[src/rtl/alu_seq.sv]
// Sequencer that drives an external ALU through SETUP/EXEC/READ/DONE and captures its result.
// Optional SQRT support (op 4'b1111) is enabled by defining ALU_SEQ_SQRT_EN.
module alu_seq (
   input  logic       clk,
   input  logic       rst,
   input  logic       req,
   input  logic [3:0] op,
   input  logic [7:0] a_val,
   input  logic [7:0] b_val,
   output logic [7:0] alu_a,
   output logic [7:0] alu_b,
   output logic [3:0] alu_mode,
   output logic       alu_ee,
   output logic       alu_eo,
   input  logic [7:0] alu_bus,
   input  logic       alu_carry,
   output logic [7:0] result,
   output logic       flag_z,
   output logic       flag_c,
   output logic       busy,
   output logic       ack,
   output logic       err
);

   localparam logic [2:0] ST_IDLE  = 3'd0;
   localparam logic [2:0] ST_SETUP = 3'd1;
   localparam logic [2:0] ST_EXEC  = 3'd2;
   localparam logic [2:0] ST_READ  = 3'd3;
   localparam logic [2:0] ST_DONE  = 3'd4;

   localparam logic [3:0] OP_SQRT = 4'b1111;

   logic [2:0] state_reg, state_next;
   logic [7:0] alu_a_reg, alu_b_reg;
   logic [3:0] alu_mode_reg;
   logic       alu_ee_reg, alu_eo_reg;
   logic [7:0] result_reg;
   logic       flag_z_reg, flag_c_reg;
   logic       busy_reg, ack_reg, err_reg;
   logic       op_reject;
   logic       accept, reject;

`ifdef ALU_SEQ_SQRT_EN
   assign op_reject = 1'b0;
`else
   assign op_reject = (op == OP_SQRT);
`endif

   assign accept = (state_reg == ST_IDLE) && req && !op_reject;
   assign reject = (state_reg == ST_IDLE) && req && op_reject;

   always_comb begin
      state_next = state_reg;
      case (state_reg)
         ST_IDLE: begin
            if (accept)
               state_next = ST_SETUP;
            else if (reject)
               state_next = ST_DONE;
         end
         ST_SETUP: state_next = ST_EXEC;
         ST_EXEC:  state_next = ST_READ;
         ST_READ:  state_next = ST_DONE;
         ST_DONE:  state_next = ST_IDLE;
         default:  state_next = ST_IDLE;
      endcase
   end

   // Strobes are registered from the next state so they line up exactly with the state they belong to.
   always_ff @(posedge clk or posedge rst) begin
      if (rst) begin
         state_reg  <= ST_IDLE;
         alu_ee_reg <= 1'b0;
         alu_eo_reg <= 1'b0;
         busy_reg   <= 1'b0;
         ack_reg    <= 1'b0;
         err_reg    <= 1'b0;
      end else begin
         state_reg  <= state_next;
         alu_ee_reg <= (state_next == ST_EXEC);
         alu_eo_reg <= (state_next == ST_READ);
         busy_reg   <= (state_next != ST_IDLE);
         ack_reg    <= (state_next == ST_DONE);
         err_reg    <= reject;
      end
   end

   always_ff @(posedge clk or posedge rst) begin
      if (rst) begin
         alu_a_reg    <= 8'h00;
         alu_b_reg    <= 8'h00;
         alu_mode_reg <= 4'h0;
      end else if (accept) begin
         alu_a_reg    <= a_val;
         alu_b_reg    <= b_val;
         alu_mode_reg <= op;
      end
   end

   // Zero is derived from the sampled bus; the ALU's own zero flag is one evaluation stale.
   always_ff @(posedge clk or posedge rst) begin
      if (rst) begin
         result_reg <= 8'h00;
         flag_z_reg <= 1'b0;
         flag_c_reg <= 1'b0;
      end else if (state_reg == ST_READ) begin
         result_reg <= alu_bus;
         flag_z_reg <= (alu_bus == 8'h00);
         flag_c_reg <= alu_carry;
      end
   end

   assign alu_a    = alu_a_reg;
   assign alu_b    = alu_b_reg;
   assign alu_mode = alu_mode_reg;
   assign alu_ee   = alu_ee_reg;
   assign alu_eo   = alu_eo_reg;
   assign result   = result_reg;
   assign flag_z   = flag_z_reg;
   assign flag_c   = flag_c_reg;
   assign busy     = busy_reg;
   assign ack      = ack_reg;
   assign err      = err_reg;

endmodule
[config.mk]
export PLATFORM = sky130hd
export DESIGN_NAME = alu_seq
export DESIGN_NICKNAME = d
export VERILOG_FILES = /design/src/rtl/alu_seq.sv
export SDC_FILE = /design/constraint.sdc
export NUM_CORES = 1
export LEC_CHECK = 0
export ABC_CLOCK_PERIOD_IN_PS = 2300
export CORE_MARGIN = 1
export CORE_UTILIZATION = 41
export DETAILED_ROUTE_END_ITERATION = 10
export PLACE_DENSITY_LB_ADDON = 0.08
export SLEW_MARGIN = 20
export SYNTH_ARGS = -nofsm -noshare
export SYNTH_HDL_FRONTEND = slang
export SYNTH_SLANG_ARGS = --single-unit
export TNS_END_PERCENT = 1
[constraint.sdc]
create_clock -name clk -period 2.3 [get_ports clk]
set_input_delay 0.23 -clock clk [delete_from_list [all_inputs] [get_ports clk]]
set_output_delay 0.23 -clock clk [all_outputs]
set_load 0.01 [all_outputs]
* Yosys cells after proc, flatten, opt, wreduce, memory -nomap -nowiden
Cells that the tools add are included. W data, S select, Z words.
Storage, ports and cells: register bits after elaboration 38, input port bits 32
Cells by class: eq/ne operators 7, muxes and demuxes 3, reduce and logical (&&, ||, !) cells 7
Operators with widths (count):
- $eq A3 B2 Y1 const B | 4
- $pmux W3 S4 | 1
- $logic_not A8 Y1 | 1
- $mux W3 | 2
- $eq A4 B4 Y1 const B | 1
- $eq A3 B1 Y1 const B | 1
- $eq A3 B3 Y1 const B | 1
- $logic_and A1 B1 Y1 | 3
- $logic_not A3 Y1 | 1
- $reduce_bool A3 Y1 | 1
- $logic_not A1 Y1 | 1

* Longest topological paths before layout
word-level depth 7, gate-level depth with buffers 5, mapped depth without buffers 3

* Worst setup path after synthesis
Ideal clock, no wire load.
path kind reg2reg, from reg state_reg[0], to reg alu_a_reg[6] (netlist: alu_a[6]), data arrival time 1666 ps, required time 2175 ps, slack 509 ps, cell stages (with the launch flop) 6, path buffers 2, path through dfrtp_1 -> or4b_4 -> buf_6 -> nor2b_4 -> buf_12 -> mux2_4
Between the ends: word-level cells in the longest chain between the ends 3
Ends and longest elaborated chain:
- start: declaration | line 33 | logic [2:0] state_reg, state_next;
- start signal: assignment | line 79 | state_reg <= state_next;
- $logic_not A3 Y1 | line 49 | assign accept = (state_reg == ST_IDLE) && req && !op_reject;
- $logic_and A1 B1 Y1 (2 in a row) | line 49
- end signal: assignment | line 94 | alu_a_reg <= a_val;
- end: declaration | line 34 | logic [7:0] alu_a_reg, alu_b_reg;
Every way passes these cells. A chain may end at the register's enable or synchronous reset.

* Final worst setup path
from reg state_reg[0], to reg alu_a_reg[0] (netlist: alu_a[0])
Same word-level chain as after synthesis.

==> results.yml <==
floorplanning:
  die_h_um: 62.57
  fp-row-count: 21
  start_util_pct: 44.03
  die_area_um2: 3914
  core_um2: 3416
  io_pins: 67
  chipWidth_um: 62.57
global_routing:
  grt_max_degree: 39
  grt_antenna_before_repair: 0
  grt_first_pass_wirelength_um: 5023
  overflow: 0
  grt_pass1_vias: 1040
  gr-usage-all-layers_pct: 16.80
clocking:
  numCtsBuffers: 5
  clk_path_buf_depth: 2
  post_cts_buffers: 0
  cts_sinks: 38
  cts_root_buffer: "clkbuf_4"
  cts_tree: "built"
  htreeDepth: 2
  insertion_delay_ps: 330
  hold_buffers: 0
  clk_pin_slew_ps: 120
  cts_resized: 0
synthesis:
  yosysSeqAreaShare_pct: 63.23
  synthFlopType: "dfrtp_1"
  synth_area_leader_cell: "dfrtp_1"
  syn_area_per_cell_um2: 16.53
  synth_edf_count: 0
  syn_area_um2: 1504
  synth_common_cells: "dfrtp_1 (38), mux2_4 (15), mux2_2 (10)"
  synth_nets: 123
  netlist_instances: 91
  yosysMostFrequentCell: "dfrtp_1"
  synth_top_cell_area_share_pct: 63.23
  synthTopCellsByArea: "dfrtp_1 (63%), mux2_4 (15%), mux2_2 (7.5%)"
  yosys_register_bits: 38
  async_flop_share_pct: 100.0
  synth_cell_types: 21
  yosysWarnings: 0
setup_path:
  crit_required_ps: 2520
  r2r_setup_slack_ps: 440
  crit_arrival_ps: 2080
  criticalPathCategory: "flop to flop"
  worstReg2RegEnd: "alu_a[0]"
  r2r-start: "state_reg[0]"
  reg2reg_depth: 4
  cp-start-kind: "flop"
  end_kind: "flop"
  path_max_fanout: 21
pwr:
  p_per_area_nw_per_um2: 1311
  clkPwrFrac_pct: 12.2
  leakagePower_nw: 0.9718
  intPower_w: 0.002094
  p_switching_w: 0.0008738
  netSwitchingFraction_pct: 29.45
  finalPower_w: 0.002968
  p_seq_share_pct: 39.1
  combPwrFrac_pct: 48.7
  ir_drop_v: 0.0006421
worst_hold_path:
  hp-class: "primary input to asynchronous set/reset pin"
timing:
  slew_headroom_pct: 63.16
  period_minus_slack_ps: 1859
  rsz0062_at_grt: "false"
  max_freq_mhz: 537.9
  post-route-period-util_pct: 80.83
  finalHoldViolations: 0
  slew_viol_final: 0
  finalSetupViolCount: 0
  tns_ps: 0
  fin_skew_ps: 10.94
  tightestPinTransition_ps: 551.0
detailed_routing:
  vias: 988
  drc: 0
  routed_via_density: 4.727
  drtAntennaViolNets: 0
  wl_um: 2903
  routedWlPerCell_um: 13.89
  firstDrtPassIters: 2
  drtIter0Drc: 71
place:
  gp_congestion: 0.7625
  dp_hpwl_um: 2072
  portBuffers: 66
cells_and_area:
  fillCellCount: 284
  nNetsFinal: 194
  synthToLayoutAreaGrowth_pct: 50.50
  n_antenna_cell: 0
  drive_gt1_share_pct: 25.77
run_status:
  outcome: "completed"
flow_run:
  cap_violations: 0
final cells by class:
class | instances | area [um^2] | share of cell area (%)
sequential | 38 | 950.9 | 42.01
clock buffer | 6 | 51.30 | 2.266
clock inverter | 2 | 12.51 | 0.5528
tap | 46 | 57.56 | 2.543
timing repair buffer | 68 | 688.2 | 30.40
multi-input combinational | 47 | 495.5 | 21.89
inverter | 2 | 7.507 | 0.3317
cell usage in the layout, fill, tap and decap left out, drive strengths merged:
cell type	instances
nand4	1
nand2b	2
dfrtp	38
nor2	2
clkbuf	6
inv	2
nor3b	1
buf	2
nor3	1
o22a	4
clkinv	1
o21ai	3
nand2	2
or4b	1
clkinvlp	1
nand3b	1
clkdlybuf4s50	66
nor2b	1
nor4	2
or3b	1
mux2	25
worst max-delay path: stages, from the launching register on:
cell and delay [ps]:
dfrtp_1 430, or4b_4 610, nor2b_4 150, buf_12 190, mux2_2 340
layer usage:
layer	track usage [%]	up-vias	routed length [um]
li1	-	462	-
met1	21.93	479	1301
met2	25.95	40	1405
met3	5.109	7	147
met4	6.977	0	48
met5	0	-	0
metrics by stage:
step	std cells	instance area (um^2)	util [%]	setup slack (ps)	hold slack, ps
floorplan	91	1504	-	509.2	358.7
global placement	201	2200	64.40	259.6	463.1
detailed placement	201	2200	64.40	234.0	481.9
CTS	209	2263	66.26	440.7	290.8
global route	209	2263	66.26	394.6	320.1
finish	209	2263	66.26	440.8	291.4
worst max-delay path by stage:
stage                     cells past startpoint    startpoint  endpoint
after floorplan                               5  state_reg[0]  alu_a[6]
after global placement                        5           req  alu_a[0]
after detailed placement                      5           req  alu_a[0]
after CTS                                     4  state_reg[0]  alu_a[0]
after global routing                          4  state_reg[0]  alu_a[0]
final                                         4  state_reg[0]  alu_a[0]
power by group through the flow:
stage          logic (W)  clock network (W)  registers [W]
5_1_grt          0.00154           0.000413        0.00120
4_1_cts          0.00146           0.000384        0.00117
6_report         0.00144           0.000362        0.00116
2_1_floorplan   0.000622                  0        0.00130
3_3_place_gp     0.00143                  0        0.00117
3_5_place_dp     0.00146                  0        0.00117
logic make-up (layout without fill, tap and decap cells):
logic type | after synthesis | count (layout) | synth area share, %
AOI/OAI and AO/OA | 7 | 7 | 3.660
muxes | 25 | 25 | 22.46
buffers and inverters | 6 | 78 | 3.827
DFF | 38 | 38 | 63.23
and+or+nand+nor | 15 | 15 | 6.822
No activity file was read; power rests on OpenSTA's default activity.
